==> config.mk <==
export PLATFORM = sky130hd
export DESIGN_NAME = xgmii_pktgen
export DESIGN_NICKNAME = d
export VERILOG_FILES = /design/src/rtl/xgmii_pktgen.sv
export SDC_FILE = /design/constraint.sdc
export NUM_CORES = 1
export LEC_CHECK = 0
export BUFFER_PORTS_ARGS = -buffer_cell sky130_fd_sc_hd__buf_4
export CAP_MARGIN = 20
export CORE_MARGIN = 4
export CORE_UTILIZATION = 50
export DETAILED_ROUTE_END_ITERATION = 6
export GPL_ROUTABILITY_DRIVEN = 0
export GPL_TIMING_DRIVEN = 0
export PLACE_DENSITY = 0.67
export SLEW_MARGIN = 20
export SYNTH_ARGS = -nofsm -noshare
export SYNTH_HDL_FRONTEND = slang
export SYNTH_SLANG_ARGS = --single-unit
export TNS_END_PERCENT = 50
==> constraint.sdc <==
create_clock -name sys_clk -period 4.7 [get_ports sys_clk]
set_input_delay 0.47 -clock sys_clk [delete_from_list [all_inputs] [get_ports sys_clk]]
set_output_delay 0.47 -clock sys_clk [all_outputs]
set_load 0.005 [all_outputs]
==> src/rtl/xgmii_pktgen.sv <==
// rtl/xgmii_pktgen.sv - 64-bit XGMII transmit test-frame generator
// Define XGMII_PKTGEN_CRC_EN to fill the FCS with Ethernet CRC-32 (zeros otherwise)
module xgmii_pktgen #(
  parameter logic [47:0] SRC_MAC   = 48'h001122334455,
  parameter logic [15:0] ETHERTYPE = 16'h3776,
  parameter int          MIN_LEN   = 64,
  parameter int          MAX_LEN   = 1518
) (
  input  logic        sys_clk,
  input  logic        sys_rst,
  input  logic        start,
  input  logic        stop,
  input  logic [15:0] frame_len,
  input  logic [31:0] pkt_count,
  input  logic [7:0]  ifg_cycles,
  output logic [63:0] xgmii_txd,
  output logic [7:0]  xgmii_txc,
  output logic        busy,
  output logic        done,
  output logic [31:0] tx_count
);
  localparam logic [63:0] IDLE_WORD  = 64'h0707070707070707;
  localparam logic [63:0] START_WORD = 64'hD5555555555555FB;
  localparam logic [63:0] TERM_WORD  = 64'h07070707070707FD;

  typedef enum logic [2:0] {S_IDLE, S_START, S_DATA, S_TERM, S_GAP} state_t;
  state_t r_state, w_next;

  logic [15:0] r_len;
  logic [31:0] r_pkts, r_seq, r_ts, r_cyc;
  logic [7:0]  r_ifg, r_widx, r_gcnt;
  logic        r_stop;
  logic [15:0] w_len_clamp, w_last_idx, w_fcs_start, w_k;
  logic [2:0]  w_rem;
  logic        w_last, w_run_end;
  logic [63:0] w_txd;
  logic [7:0]  w_txc;
  logic [31:0] w_fcs;

  assign w_len_clamp = (frame_len < 16'(MIN_LEN)) ? 16'(MIN_LEN) :
                       (frame_len > 16'(MAX_LEN)) ? 16'(MAX_LEN) : frame_len;
  assign w_last_idx  = ((r_len + 16'd7) >> 3) - 16'd1;
  assign w_last      = ({8'd0, r_widx} == w_last_idx);
  assign w_rem       = r_len[2:0];
  assign w_fcs_start = r_len - 16'd4;
  assign w_run_end   = r_stop || stop || ((r_pkts != 32'd0) && (tx_count == r_pkts));

  // Non-FCS frame byte at offset k (header fields are big-endian)
  function automatic logic [7:0] f_byte(input logic [15:0] k, input logic [31:0] seq,
                                        input logic [31:0] ts);
    if (k < 16'd6)       return 8'hFF;
    else if (k < 16'd12) return 8'(SRC_MAC >> (8 * (11 - int'(k))));
    else if (k == 16'd12) return ETHERTYPE[15:8];
    else if (k == 16'd13) return ETHERTYPE[7:0];
    else if (k < 16'd18) return 8'(seq >> (8 * (17 - int'(k))));
    else if (k < 16'd22) return 8'(ts >> (8 * (21 - int'(k))));
    else                 return k[7:0];
  endfunction

`ifdef XGMII_PKTGEN_CRC_EN
  logic [31:0] r_crc, w_crc;

  function automatic logic [31:0] f_crc8(input logic [31:0] c, input logic [7:0] b);
    logic [31:0] x;
    x = c ^ {24'd0, b};
    for (int i = 0; i < 8; i++) x = x[0] ? ((x >> 1) ^ 32'hEDB88320) : (x >> 1);
    return x;
  endfunction
`endif

  always_comb begin
    w_next = r_state;
    w_txd  = IDLE_WORD;
    w_txc  = 8'hFF;
    w_fcs  = 32'd0;
    w_k    = 16'd0;
`ifdef XGMII_PKTGEN_CRC_EN
    w_crc  = r_crc;
`endif
    case (r_state)
      S_IDLE:  if (start) w_next = S_START;
      S_START: begin
        w_txd  = START_WORD;
        w_txc  = 8'h01;
        w_next = S_DATA;
      end
      S_DATA: begin
`ifdef XGMII_PKTGEN_CRC_EN
        // FCS bytes may sit in the same word as the last data bytes, so fold them in first
        for (int l = 0; l < 8; l++) begin
          w_k = {5'd0, r_widx, 3'(l)};
          if (w_k < w_fcs_start) w_crc = f_crc8(w_crc, f_byte(w_k, r_seq, r_ts));
        end
        w_fcs = ~w_crc;
`endif
        for (int l = 0; l < 8; l++) begin
          w_k = {5'd0, r_widx, 3'(l)};
          if (w_last && (w_rem != 3'd0) && (3'(l) >= w_rem)) begin
            w_txd[8*l +: 8] = (3'(l) == w_rem) ? 8'hFD : 8'h07;
          end else begin
            w_txc[l]        = 1'b0;
            w_txd[8*l +: 8] = (w_k >= w_fcs_start) ?
                              8'(w_fcs >> (8 * int'(w_k - w_fcs_start))) :
                              f_byte(w_k, r_seq, r_ts);
          end
        end
        if (w_last) w_next = (w_rem == 3'd0) ? S_TERM : S_GAP;
      end
      S_TERM: begin
        w_txd  = TERM_WORD;
        w_next = S_GAP;
      end
      S_GAP:   if (r_gcnt == 8'd0) w_next = w_run_end ? S_IDLE : S_START;
      default: w_next = S_IDLE;
    endcase
  end

  always_ff @(posedge sys_clk or negedge sys_rst) begin
    if (!sys_rst) r_state <= S_IDLE;
    else          r_state <= w_next;
  end

  always_ff @(posedge sys_clk or negedge sys_rst) begin
    if (!sys_rst) begin
      xgmii_txd <= IDLE_WORD;
      xgmii_txc <= 8'hFF;
      busy      <= 1'b0;
      done      <= 1'b0;
      tx_count  <= 32'd0;
      r_len     <= 16'd0;
      r_pkts    <= 32'd0;
      r_ifg     <= 8'd0;
      r_seq     <= 32'd0;
      r_ts      <= 32'd0;
      r_cyc     <= 32'd0;
      r_widx    <= 8'd0;
      r_gcnt    <= 8'd0;
      r_stop    <= 1'b0;
`ifdef XGMII_PKTGEN_CRC_EN
      r_crc     <= 32'hFFFFFFFF;
`endif
    end else begin
      xgmii_txd <= w_txd;
      xgmii_txc <= w_txc;
      r_cyc     <= r_cyc + 32'd1;
      done      <= 1'b0;
      if (busy && stop) r_stop <= 1'b1;
      case (r_state)
        S_IDLE: if (start) begin
          r_len    <= w_len_clamp;
          r_pkts   <= pkt_count;
          r_ifg    <= ifg_cycles;
          r_seq    <= 32'd0;
          tx_count <= 32'd0;
          r_stop   <= 1'b0;
          busy     <= 1'b1;
        end
        S_START: begin
          r_ts   <= r_cyc;
          r_widx <= 8'd0;
`ifdef XGMII_PKTGEN_CRC_EN
          r_crc  <= 32'hFFFFFFFF;
`endif
        end
        S_DATA: begin
          r_widx <= r_widx + 8'd1;
`ifdef XGMII_PKTGEN_CRC_EN
          r_crc  <= w_crc;
`endif
        end
        S_GAP: begin
          if (r_gcnt != 8'd0) begin
            r_gcnt <= r_gcnt - 8'd1;
          end else if (w_run_end) begin
            done   <= 1'b1;
            busy   <= 1'b0;
            r_stop <= 1'b0;
          end
        end
        default: ;
      endcase
      // A frame counts as sent the moment its gap begins
      if ((w_next == S_GAP) && (r_state != S_GAP)) begin
        tx_count <= (tx_count == 32'hFFFFFFFF) ? tx_count : tx_count + 32'd1;
        r_seq    <= r_seq + 32'd1;
        r_gcnt   <= (r_ifg == 8'd0) ? 8'd0 : r_ifg - 8'd1;
      end
    end
  end
endmodule
==> results.yml <==
synth:
  yosysUniqueCellTypes: 82
  synth.avg_cell_area_sq_um: 8.95
  synth_area_leaders: "dfrtp_1 (42%), nand2_1 (8.5%), dfstp_2 (5.8%)"
  synth-seq-cells: 278
  synth_top_area_share_pct: 42.2
  synthCells: 1631
  synthArstFlopShare_pct: 100
  syn-num-nets: 1717
  synthesis.area_sq_um: 14600
  synth_largest_area_cell: "dfrtp_1"
  yosys_warnings: 0
  ys_seq_area_share_pct: 47.9
  synth_edf_count: 0
  synth_ff_type: "dfrtp_1"
layout:
  multi_input_area_sq_um: 7130
  area_growth_pct: 19.8
  fillCellCount: 2575
  final_cell_mix: "nand2_1 (332), dfrtp_1 (246), buf_4 (168)"
  seq_area_sq_um: 7000
  final_area_sq_um: 17500
  insertedDiodeCount: 0
  final_nets: 1918
  final_common_cell: "nand2_1"
  drive_gt1_share_pct: 17.1
  post-route-util_pct: 60.8
floorplan:
  core_sq_um: 28800
  dieWidth_um: 179
  dieArea_sq_um: 32000
  initial_core_util_pct: 50.7
  io_pins: 166
  die_h_um: 179
  num_rows: 62
sta:
  holdWs_ns: 0.0830
  min_period_ns: 4.54
  setup-violations-final: 0
  worst_slew_pin_slew_ns: 0.987
  rsz0062_at_grt: "yes"
  clock_skew_ns: 0.0149
  slew_headroom_pct: 33.7
  clock.fmax_mhz: 220
  fin_crit_sh_pct: 96.6
  worst_slack_ns: 0.159
  slew_viol_final: 0
  hold_viol: 0
global_route:
  grt_pass1_vias: 12696
  grt_max_degree: 104
  grt_pass1_wl_um: 68700
  antenna_found_initial: 0
  track_usage_pct: 27.1
  grt_overflow: 0
worst_setup_path:
  worstSetupEndpointType: "flip-flop"
  reg2reg_from: "r_widx[6]$_DFFE_PN0N_"
  worst_r2r_endpoint: "xgmii_txd[4]$_DFF_PN0_"
  arrival_ns: 4.94
  reg2reg_slack_ns: 0.16
  start_kind: "flip-flop"
  worstPathRequired_ns: 5.10
  cp_max_fo: 10
  rr_worst_depth: 12
  crit_type: "flip-flop to flip-flop"
pwr:
  p_per_area_nw_per_um2: 566
  p_leak_nw: 7.95
  vdd_drop_max_mv: 0.340
  p_total_mw: 9.89
routing:
  first_pass_iters: 6
  drc: 0
  detail-route-antenna-nets: 0
  drtIter0Drc: 1231
  wl_um: 43700
  wl_per_cell_um: 19.5
  vias_per_cell: 5.89
  routed-via-count: 13189
worst_hold_path:
  hold_depth: 3
  hold_end: "r_pkts[7]$_DFFE_PN0P_"
  min_path_type: "input pin to flip-flop"
  hp-start: "pkt_count[7]"
clocking:
  worstSkewPairLatency_ns: 0.57
  htreeDepth: 1
  clkSinkCount: 278
  cts_buffer_depth: 3
  clkTransAtPathRegs_ns: 0.06
  postCtsSetupBuffers: 0
  tritoncts: "yes"
  cts-buffers-inserted: 31
  root_buffer: "clkbuf_16"
outcome:
  status: "complete, no violations"
place:
  pre_cts_slack_ns: 0.0820
  hpwlAfterDp_um: 32000
  dpl_cell_area_sq_um: 16400
  numPortBuffers: 165
run:
  drv_cap: 0
## final cells by class
cell class	count	share of cell area, %
Tap cell	384	2.75
Inverter	33	0.708
Multi-Input combinational cell	1238	40.8
Buffer	82	2.05
Sequential cell	278	40.0
Timing Repair Buffer	168	7.50
Clock buffer	42	5.13
Clock inverter	16	1.09
## synthesized netlist by cell type, types with 7 or more instances
library cell  count
o211ai_1          7
o21ai_1          14
dfrtp_1         246
buf_2            15
nor3_1           25
and2_1            9
or2_2             7
dfstp_2          32
nor4b_2           7
o31ai_1          11
o21ai_0         104
nand2b_1         11
inv_1            33
and3_1           18
and4_1           10
ha_1             26
or3_1            36
a21o_1           14
nor2b_1          11
a21oi_1         126
nand2_1         332
nor2_1          135
xor2_1           53
clkbuf_1         57
nand3_1          42
xnor2_1          70
nand4_1          28
a31oi_1           9
nor3b_1           9
o21a_1            7
nor4_1           22
## metrics by stage
stage	setup TNS [ns]	instances
after global placement	0	2180
after detailed placement	0	2182
after CTS	0	2241
final	0	2241
after global routing	-0.0153	2241
after floorplan	0	1631
## flip-flops by register name, indices dropped and copies added, names as in the netlist
register	cells
busy	1
done	1
r_cyc	32
r_gcnt	8
r_ifg	8
r_len	16
r_pkts	32
r_seq	32
r_state	3
r_stop	1
r_ts	32
r_widx	8
tx_count	32
xgmii_txc	8
xgmii_txd	64
## cells by family (layout without fill, tap and decap cells)
family | Yosys count | in the layout | share of synthesized area (%)
AO/OA/AOI/OAI | 352 | 352 | 14.7
XOR/XNOR | 124 | 124 | 7.53
adder cells (fa/ha/maj) | 26 | 26 | 2.23
buffers and inverters | 115 | 341 | 3.30
flip-flops | 278 | 278 | 47.9
multiplexers | 5 | 5 | 0.369
AND/OR/NAND/NOR | 731 | 731 | 24.0
## worst max-delay path, stage by stage, from the launching register on
cell and delay [ns]:
dfrtp_1 0.38, clkbuf_1 0.25, nor4_1 0.57, nand2_1 0.30, or2_2 0.34, clkbuf_1 0.18
nor3b_2 0.55, and2_0 0.21, clkbuf_1 0.22, buf_2 0.29, buf_1 0.49, a21oi_1 0.14
o21ai_0 0.44
## where the power goes
group	internal [mW]	leakage, nW	switching (mW)
combinational	1.39	3.81	2.60
sequential	3.00	3.60	0.364
clock	1.55	0.544	0.987
## per-layer routing
layer / vias up / track usage, % / part of all wire [%]
met5: - / 0 / 0
met2: 632 / 40.1 / 43
li1: 6064 / - / -
met3: 94 / 6.24 / 9.5
met4: 0 / 7.42 / 2.7
met1: 6399 / 40.3 / 45
## worst max path at each step
stage | start | to | slack, ns | cells after the start
after CTS | r_widx[6]$_DFFE_PN0N_ | xgmii_txd[4]$_DFF_PN0_ | 0.06 | 12
after detailed placement | r_widx[6]$_DFFE_PN0N_ | xgmii_txd[4]$_DFF_PN0_ | 0.08 | 12
after global routing | r_len[2]$_DFFE_PN0P_ | xgmii_txd[60]$_DFF_PN0_ | -0.008 | 17
after floorplan | r_len[2]$_DFFE_PN0P_ | tx_count[0]$_DFFE_PN0P_ | 1.13 | 16
after global placement | r_widx[6]$_DFFE_PN0N_ | xgmii_txd[4]$_DFF_PN0_ | 0.06 | 12
final | r_widx[6]$_DFFE_PN0N_ | xgmii_txd[4]$_DFF_PN0_ | 0.16 | 12
## what timing repair did
action | CTS | global route
gates resized for setup | 0 | 3
hold buffers | 1 | 0
setup endpoints to repair | 0 | 16
endpoints found under the hold margin | 72 | 0
No activity file was read; power rests on OpenSTA's default activity.
